<file path="config.mk">
export PLATFORM = sky130hd
export DESIGN_NAME = cmd_serializer
export DESIGN_NICKNAME = d
export VERILOG_FILES = /design/src/rtl/cmd_serializer.sv
export SDC_FILE = /design/constraint.sdc
export NUM_CORES = 1
export LEC_CHECK = 0
export CORE_MARGIN = 1.5
export CORE_UTILIZATION = 51
export CTS_CLUSTER_DIAMETER = 200
export DETAILED_ROUTE_END_ITERATION = 8
export PLACE_DENSITY = 0.87
export SYNTH_ARGS = -nofsm -noshare
export SYNTH_HDL_FRONTEND = slang
export SYNTH_SLANG_ARGS = --single-unit
</file>
<file path="constraint.sdc">
create_clock -name clk -period 2.15 [get_ports clk]
set_clock_uncertainty 0.2 [all_clocks]
set_input_delay 0.3225 -clock clk [delete_from_list [all_inputs] [get_ports clk]]
set_output_delay 0.3225 -clock clk [all_outputs]
set_load 0.05 [all_outputs]
</file>
<file path="src/rtl/cmd_serializer.sv">
// Byte-wide command link transmitter: accepts opcode + 128-bit payload and streams payload bytes LSB first.
// Optional trailing XOR checksum byte is enabled by defining CMD_SER_CKSUM_EN.
module cmd_serializer #(
  parameter int unsigned NUM_PKT_RST  = 1,
  parameter int unsigned NUM_PKT_RECT = 11,
  parameter int unsigned NUM_PKT_LINE = 11
) (
  input  logic         clk,
  input  logic         rst,
  input  logic         cmd_in_rts,
  output logic         cmd_in_rtr,
  input  logic [7:0]   cmd_in_op,
  input  logic [127:0] cmd_in_data,
  output logic         byte_out_rts,
  input  logic         byte_out_rtr,
  output logic [7:0]   byte_out_data,
  output logic [7:0]   cmd_out,
  output logic         busy,
  output logic         err_unsup
);

  localparam logic [1:0] ST_IDLE  = 2'd0;
  localparam logic [1:0] ST_SEND  = 2'd1;
`ifdef CMD_SER_CKSUM_EN
  localparam logic [1:0] ST_CKSUM = 2'd2;
`endif

  logic [1:0]   state_q, state_d;
  logic [127:0] shreg_q, shreg_d;
  logic [4:0]   remaining_q, remaining_d;
  logic [7:0]   cmd_out_q, cmd_out_d;
  logic         err_q, err_d;
  logic [7:0]   data_q, data_d;
  logic         rtr_q, rts_q, busy_q;
  logic         cmd_xfc, byte_xfc, op_ok;
  logic [4:0]   op_len;
`ifdef CMD_SER_CKSUM_EN
  logic [7:0]   cksum_q, cksum_d;
`endif

  assign cmd_xfc  = cmd_in_rts & rtr_q;
  assign byte_xfc = rts_q & byte_out_rtr;

  always_comb begin
    op_ok  = 1'b1;
    op_len = 5'(NUM_PKT_RST);
    case (cmd_in_op)
      8'h00:   op_len = 5'(NUM_PKT_RST);
      8'h03:   op_len = 5'(NUM_PKT_RECT);
      8'h04:   op_len = 5'(NUM_PKT_LINE);
      default: op_ok  = 1'b0;
    endcase
  end

  always_comb begin
    state_d     = state_q;
    shreg_d     = shreg_q;
    remaining_d = remaining_q;
    cmd_out_d   = cmd_out_q;
    err_d       = 1'b0;
`ifdef CMD_SER_CKSUM_EN
    cksum_d     = cksum_q;
`endif
    case (state_q)
      ST_IDLE: begin
        if (cmd_xfc) begin
          if (op_ok) begin
            shreg_d     = cmd_in_data;
            cmd_out_d   = cmd_in_op;
            remaining_d = op_len;
            state_d     = ST_SEND;
`ifdef CMD_SER_CKSUM_EN
            cksum_d     = 8'h00;
`endif
          end else begin
            err_d = 1'b1;
          end
        end
      end
      ST_SEND: begin
        if (byte_xfc) begin
          shreg_d     = {8'h00, shreg_q[127:8]};
          remaining_d = remaining_q - 5'd1;
`ifdef CMD_SER_CKSUM_EN
          cksum_d     = cksum_q ^ shreg_q[7:0];
          if (remaining_q == 5'd1) state_d = ST_CKSUM;
`else
          if (remaining_q == 5'd1) state_d = ST_IDLE;
`endif
        end
      end
`ifdef CMD_SER_CKSUM_EN
      ST_CKSUM: begin
        if (byte_xfc) state_d = ST_IDLE;
      end
`endif
      default: state_d = ST_IDLE;
    endcase

    // Output byte is precomputed from the next state so the port is a plain flop.
    data_d = 8'h00;
    if (state_d == ST_SEND) data_d = shreg_d[7:0];
`ifdef CMD_SER_CKSUM_EN
    if (state_d == ST_CKSUM) data_d = cksum_d;
`endif
  end

  always_ff @(posedge clk) begin
    if (rst) begin
      state_q     <= ST_IDLE;
      shreg_q     <= '0;
      remaining_q <= '0;
      cmd_out_q   <= '0;
      err_q       <= 1'b0;
      data_q      <= '0;
      rtr_q       <= 1'b1;
      rts_q       <= 1'b0;
      busy_q      <= 1'b0;
`ifdef CMD_SER_CKSUM_EN
      cksum_q     <= '0;
`endif
    end else begin
      state_q     <= state_d;
      shreg_q     <= shreg_d;
      remaining_q <= remaining_d;
      cmd_out_q   <= cmd_out_d;
      err_q       <= err_d;
      data_q      <= data_d;
      rtr_q       <= (state_d == ST_IDLE);
      rts_q       <= (state_d != ST_IDLE);
      busy_q      <= (state_d != ST_IDLE);
`ifdef CMD_SER_CKSUM_EN
      cksum_q     <= cksum_d;
`endif
    end
  end

  always_ff @(posedge clk) begin
    assert (NUM_PKT_RST >= 1 && NUM_PKT_RST <= 16 &&
            NUM_PKT_RECT >= 1 && NUM_PKT_RECT <= 16 &&
            NUM_PKT_LINE >= 1 && NUM_PKT_LINE <= 16)
      else $error("cmd_serializer: NUM_PKT parameters must lie in 1..16");
  end

  assign cmd_in_rtr    = rtr_q;
  assign byte_out_rts  = rts_q;
  assign byte_out_data = data_q;
  assign cmd_out       = cmd_out_q;
  assign busy          = busy_q;
  assign err_unsup     = err_q;

endmodule

</file>
; After elaboration in Yosys (flattened, before gate mapping)
; Cells that the tools add are included.
; Widths: inputs -> output; s select.
[word_totals]
ff_bits = 154
inputBits = 140
out_inout_bits = 20
word_cells = 50
[classes]
add_sub_neg = 1
eq_ne = 8
n_mux = 16
bitwise = 5
reduce_logical = 11
[ops]
columns = cell, n
row1 = $mux 128, 3
row2 = $pmux 128 s2, 1
row3 = $mux 5, 3
row4 = $pmux 5 s2, 1
row5 = $eq 8x2->1 const B, 1
row6 = $eq 8x3->1 const B, 1
row7 = $logic_not 8->1, 1
row8 = $mux 2, 4
row9 = $ne 2x2->1 const B, 3
row10 = $reduce_or 3->1, 2
row11 = $eq 5x1->1 const B, 1
row12 = $sub 5x1->5 const B, 1
row13 = $eq 2x1->1 const B, 2
row14 = $logic_not 2->1, 2
row15 = $mux 4, 1
row16 = $pmux 2 s2, 1
row17 = $reduce_and 4->1, 1
row18 = $reduce_bool 2->1, 2
row19 = $reduce_or 2->1, 2
row20 = $not 1->1, 3
row21 = $reduce_and 3->1, 1
row22 = $and 1x1->1, 2
row23 = $mux 1, 2

; Depth between registers and ports, before layout
; Gate-level depths: netlist (run 1).
[depth]
word_depth = 9
mapped_depth = 8
depth_no_buf = 6

; Worst setup path after synthesis (run 1)
; No wires, ideal clock.
[synth_timing]
path_type = register to register
from = register, netlist name busy
to = register shreg_q[13]
setup_ps = 146
arrival_time_ps = 1833
required_time_ps = 1804
slack_ps = -29
stages_incl_launch_ff = 8
n_path_buf = 3
period_less_slack_ps = 2179
path_cell_list = dfxtp_1 > and4b_1 > buf_4 > o32ai_4 > nor2_2 > buf_2 > buf_2 > a211oi_2
[synth_lines]
columns = item, line
row1 = to (signal assigned), 124  ; shreg_q <= shreg_d;
row2 = to (decl), 29  ; logic [127:0] shreg_q, shreg_d;

; Final worst setup path (run 1)
[layout_timing]
from = register cmd_out_q[1], in the netlist cmd_out[1]
to = output port cmd_out[1]
[layout_lines]
columns = item, line
row1 = from (decl), 31  ; logic [7:0] cmd_out_q, cmd_out_d;
row2 = from (signal assigned), 126  ; cmd_out_q <= cmd_out_d;
row3 = to (decl), 17  ; output logic [7:0] cmd_out,
; No word-level cell between the ends.

==> impl_metrics.py, run 1 <==
metrics = {
    "floorplan": {
        "core-area_um2": 14040,
        "die_h_um": 123.5,
        "dieWidth_um": 123.5,
        "num_rows": 43,
        "fp.dieArea_um2": 15260,
        "ios": 160,
        "initial_core_util": 0.5278,
    },
    "place": {
        "post-place-ws_ns": -0.4793,
        "port_buffers": 159,
        "hpwl_mm": 12.92,
        "dp_cells": 1028,
        "place_congestion": 0.8062,
    },
    "timing": {
        "fmax_ghz": 0.4796,
        "setup_violations": 0,
        "slew_headroom": 0.6621,
        "min_period_over_period": 0.9697,
        "tightest_slew_ns": 0.5052,
        "report.final.slew_viol_count": 0,
        "finalHoldViolations": 0,
        "period_needed_ns": 2.085,
        "rsz0062_at_grt": "false",
        "post-route-worst-setup-slack_ns": 0.06506,
    },
    "hold_path": {
        "worstHoldPathType": "primary input to flop",
        "hold_start": "rst",
    },
    "power_and_ir_drop": {
        "p_per_area_nw_per_um2": 661.3,
        "ir_drop_mv": 0.5684,
        "leakage_nw": 2.981,
    },
    "grt": {
        "grt_max_degree": 72,
        "grt_pass1_wl_mm": 31.57,
        "grt_overflow": 0,
        "antenna_found_initial": 0,
        "grt_pass1_vias": 6359,
        "grt.total_usage": 0.2653,
    },
    "yosys": {
        "synth_top_cell_by_area": "dfxtp_1",
        "yosysWarnings": 0,
        "async_flop_share": 0,
        "synth_nets": 872,
        "syn_area_um2": 7411,
        "synth_cell_type_count": 52,
        "synthTopCellsByCount": "dfxtp_1 (154), a22oi_1 (103), a21oi_1 (77)",
        "ys_seq_area_frac": 0.4160,
        "yosys.area.top_type_share": 0.4160,
        "yosysMostFrequentCell": "dfxtp_1",
        "syn_area_per_cell_um2": 10.15,
        "ys_ff_latch": 154,
        "synth-main-ff-cell": "dfxtp_1",
        "synth-edff-count": 0,
        "synth_cells": 730,
        "synth_area_leaders": "dfxtp_1 (42%), a211oi_2 (11%), a22oi_1 (10%)",
    },
    "finish": {
        "multi_input_area_um2": 3826,
        "stdcell_count": 1059,
        "nFillCells": 989,
        "syn_to_final_growth_pct": 33.48,
        "seq_area_um2": 3084,
        "fin_nets": 1009,
        "drive_gt1_frac": 0.2651,
        "diodes": 0,
    },
    "clock_tree": {
        "cts.htree.levels": 4,
        "cts_buffers": 17,
        "cts.sinks": 154,
        "postCtsSetupRepairBufs": 0,
        "cts-root-buf": "clkbuf_16",
        "cts_buffer_depth": 2,
        "hold_buffers": 0,
        "tritoncts": "built",
        "cts.clk_slew.worst_paths_ns": 0.06,
        "insertion_delay_ns": 0.42,
    },
    "worst_setup_path": {
        "path_class": "flop to output port",
        "worstReg2RegStart": "state_q[1]",
        "rrSetupSlack_ns": 0.13,
        "path_max_fanout": 2,
        "critical_path_buf_inv_count": 1,
        "cp-startpoint": "cmd_out[1]",
        "critical_path.cell_chain": "clkdlybuf4s50_1",
        "critPathCaptureType": "output port",
        "worstPathArrival_ns": 1.56,
        "crit_required_ns": 1.63,
        "start_kind": "flop",
        "worst_path_max_delay_cell": "clkdlybuf4s50_1",
        "cpPeakStageDelay_ns": 0.80,
        "crit_family": "buffers and inverters",
    },
    "routing": {
        "drc": 0,
        "drt_iter0_drc": 752,
        "vias": 6639,
        "ant_nets": 0,
        "wire_per_inst_um": 18.91,
        "viasPerCell": 6.269,
        "wl_mm": 20.02,
        "first_pass_iters": 5,
    },
    "flow_run": {
        "max-cap-violations": 0,
    },
    "outcome": {
        "outcome": "finished, final reports clean",
    },
}
cells by family (layout without fill, tap and decap cells):
logic type,count (synthesis),after routing,share of synthesized area
and+or+nand+nor,69,69,0.05268
adders and majority gates,2,2,0.003376
DFF,154,154,0.4160
AOI/OAI and AO/OA,407,407,0.4530
buffers and inverters,95,244,0.07159
other,1,1,0.0005060
muxes,2,2,0.002870
sequential cells by signal, indices dropped and copies added (netlist names):
register,flops
busy,1
cmd_out,8
cmd_in_rtr,1
shreg_q,128
state_q,2
byte_out_data,8
err_unsup,1
remaining_q,5
placed cells by master (no fill, tap or decap), types with 5 or more instances in the layout:
| master | instances |
|---|---|
| clkdlybuf4s50_1 | 154 |
| dfxtp_1 | 153 |
| a22oi_1 | 103 |
| a21oi_1 | 77 |
| a211oi_2 | 68 |
| a21oi_2 | 60 |
| a211oi_1 | 44 |
| buf_4 | 37 |
| clkbuf_16 | 17 |
| nand2_1 | 16 |
| nand3_1 | 15 |
| buf_12 | 12 |
| a22oi_2 | 10 |
| o21ai_0 | 10 |
| nor2_1 | 8 |
| and2_1 | 7 |
| a32oi_1 | 6 |
| inv_1 | 5 |
report_power, final:
| part | internal, mW | switching [mW] |
|---|---|---|
| Sequential | 2.86 | 0.00779 |
| Combinational | 0.280 | 0.211 |
| Clock | 2.05 | 1.13 |
per-stage QoR:
| step | TNS (ns) | power [mW] | util | cell area, um2 | hold slack (ns) |
|---|---|---|---|---|---|
| after floorplan | 0 | 3.092 | - | 7412 | 0.2416 |
| after global placement | -43.29 | 3.418 | 0.6596 | 9263 | 0.2433 |
| after detailed placement | -53.31 | 3.417 | 0.6596 | 9263 | 0.2474 |
| after CTS | 0 | 6.578 | 0.7043 | 9889 | 0.004867 |
| after global routing | 0 | 6.729 | 0.7044 | 9892 | 0.02381 |
| final | 0 | 6.542 | 0.7044 | 9892 | 0.02239 |
worst paths after layout:
path,to,cells after the start
worst max-delay path,cmd_out[1],1
worst max register to register,shreg_q[73],5
worst min register to register,cmd_out[4],1
worst min-delay path,cmd_out[2],2
area by class of cell:
cell class                      instances  area share
Timing Repair Buffer                  208      0.2133
Clock buffer                           23     0.04933
Tap cell                              180     0.02277
Clock inverter                          8     0.01417
Multi-Input combinational cell        481      0.3868
Sequential cell                       154      0.3118
Inverter                                5    0.001897
layer usage:
metal	up-vias	GRT usage	wire, um
li1	3132	-	-
met1	3223	0.3499	8736
met2	256	0.4378	9797
met3	28	0.05258	1213
met4	0	0.08405	276
met5	-	0	0
timing repair:
action                     4_1_cts  5_1_grt
pin swaps                        0        0
setup endpoints to repair        7        1
gates resized for setup          4        1
cloned                           0        0
No activity file was read; power rests on OpenSTA's default activity.
==> run 2, diff against run 1 <==
CORE_ASPECT_RATIO = 1.5   (was default)
==> impl_metrics.py, run 2 (synthesis gave the netlist of run 1 again) <==
metrics = {
    "outcome": {
        "outcome": "finished with violations",
        "violations": "negative setup slack",
    },
    "clock_tree": {
        "cts_buffers": 17,
        "cts.clk_slew.worst_paths_ns": 0.06,
        "insertion_delay_ns": 0.41,
        "cts.sinks": 154,
        "cts_buffer_depth": 2,
        "cts-root-buf": "clkbuf_16",
        "postCtsSetupRepairBufs": 0,
        "tritoncts": "built",
        "cts.htree.levels": 4,
    },
    "hold_path": {
        "holdPathEnd": "shreg_q[2]",
        "hold_start": "rst",
        "worstHoldPathType": "primary input to flop",
        "holdPathStages": 2,
    },
    "finish": {
        "fin_nets": 1013,
        "stdcell_count": 1075,
        "drive_gt1_frac": 0.2820,
        "syn_to_final_growth_pct": 35.25,
        "top_register": "shreg_q",
        "largest_register_ffs": 128,
        "diodes": 0,
        "final_common_cell": "clkdlybuf4s50_1",
        "nFillCells": 1038,
        "seq_area_um2": 3084,
        "fin_area_um2": 10020,
        "fin_util": 0.7096,
        "final_cell_mix": "clkdlybuf4s50_1 (155), dfxtp_1 (153), a22oi_1 (103)",
        "multi_input_area_um2": 3877,
    },
    "routing": {
        "first_pass_iters": 5,
        "drt_iter0_drc": 364,
        "vias": 6646,
        "viasPerCell": 6.182,
        "wire_per_inst_um": 19.10,
        "drc": 0,
        "wl_mm": 20.53,
        "ant_nets": 0,
    },
    "timing": {
        "min_period_over_period": 1.003,
        "hold-worst-slack_ns": 0.05393,
        "fmax_ghz": 0.4639,
        "tightest_slew_ns": 0.5390,
        "finalHoldViolations": 0,
        "post-route-worst-setup-slack_ns": -0.005486,
        "period_needed_ns": 2.155,
        "setup_violations": 1,
        "setup_tns_ns": -0.005486,
        "slew_headroom": 0.6407,
        "report.final.slew_viol_count": 0,
        "rsz0062_at_grt": "true",
    },
    "power_and_ir_drop": {
        "p_switching_mw": 1.429,
        "internal-power_mw": 5.086,
        "pwr-share-seq": 0.441,
        "power_frac_comb": 0.077,
        "total_power_mw": 6.515,
        "clock_power_share": 0.482,
        "sw_frac_of_total": 0.2194,
        "ir_drop_mv": 0.5781,
        "leakage_nw": 2.990,
        "p_per_area_nw_per_um2": 649.9,
    },
    "floorplan": {
        "die_h_um": 150.6,
        "fp.dieArea_um2": 15280,
        "dieWidth_um": 101.4,
        "num_rows": 53,
        "initial_core_util": 0.5247,
        "core-area_um2": 14120,
        "ios": 160,
    },
    "grt": {
        "grt_overflow": 0,
        "use_met1": 0.3087,
        "grt_pass1_wl_mm": 32.27,
        "antenna_found_initial": 0,
        "grt-busiest-layer": "met2",
        "grt_pass1_vias": 6555,
        "grt.total_usage": 0.2682,
        "use_met3": 0.05896,
        "use_met2": 0.4755,
        "grt_max_degree": 63,
    },
    "place": {
        "place_area_um2": 9345,
        "post-place-ws_ns": -0.4672,
        "dp_cells": 1044,
        "place_congestion": 0.8332,
        "hpwl_mm": 13.82,
        "port_buffers": 159,
    },
    "worst_setup_path": {
        "worstPathArrival_ns": 2.27,
        "rrSetupSlack_ns": 0.15,
        "critPathCaptureType": "flop",
        "critical_path.cell_chain": "clkdlybuf4s50_1, buf_4, and3b_1, buf_4, o32ai_4, nor2_4, buf_12, a211oi_1",
        "path_class": "primary input to flop",
        "start_kind": "primary input",
        "worstReg2RegStart": "state_q[0]",
        "crit_required_ns": 2.26,
        "timing.rr.end": "shreg_q[47]",
        "worst_path_max_delay_cell": "clkdlybuf4s50_1",
        "path_max_fanout": 52,
        "cpPeakStageDelay_ns": 0.46,
        "r2r_cells": 5,
        "crit_path_frequent_cell": "buf_4",
    },
    "flow_run": {
        "max-cap-violations": 0,
    },
}
run 2: power by group through the flow:
stage          registers, mW  clock network (mW)  logic [mW]
2_1_floorplan           2.94                   0       0.156
3_3_place_gp            2.93                   0       0.495
3_5_place_dp            2.93                   0       0.495
4_1_cts                 2.87                3.18       0.500
5_1_grt                 2.87                3.32       0.528
6_report                2.87                3.14       0.504
run 2: what timing repair did:
| item | in CTS | in global routing |
|---|---|---|
| hold buffers | 0 | 0 |
| resized for setup | 3 | 11 |
| endpoints found under the setup margin | 20 | 12 |
| pin swaps | 0 | 1 |
run 2: how the worst max path moves through the flow:
stage	start	endpoint	slack, ns	cells after the start
finish	cmd_in_op[1]	shreg_q[75]	-0.005	8
global route	cmd_in_op[1]	shreg_q[75]	-0.09	8
detailed placement	cmd_in_op[1]	shreg_q[100]	-0.47	6
global placement	cmd_in_op[0]	shreg_q[73]	-0.39	6
floorplan	cmd_in_rtr	cmd_out[2]	0.008	7
CTS	cmd_in_op[1]	shreg_q[47]	0.004	7
run 2: worst max-delay path, delay by kind of cell:
family                 cells  cell delay [ns]
AO/OA/AOI/OAI              2             0.58
buffers and inverters      4             1.01
AND/OR/NAND/NOR            2             0.30
run 2: area by class of cell:
class / count / share of cell area
Clock inverter: 11 / 0.01573
Clock buffer: 20 / 0.04656
Timing Repair Buffer: 212 / 0.2173
Inverter: 5 / 0.001872
Sequential cell: 154 / 0.3077
Multi-Input combinational cell: 481 / 0.3868
Tap cell: 192 / 0.02397
run 2: metal layers:
metal	wire length, um	up-vias
met5	0	-
li1	-	3132
met2	10960	211
met1	8100	3250
met3	817	53
met4	656	0
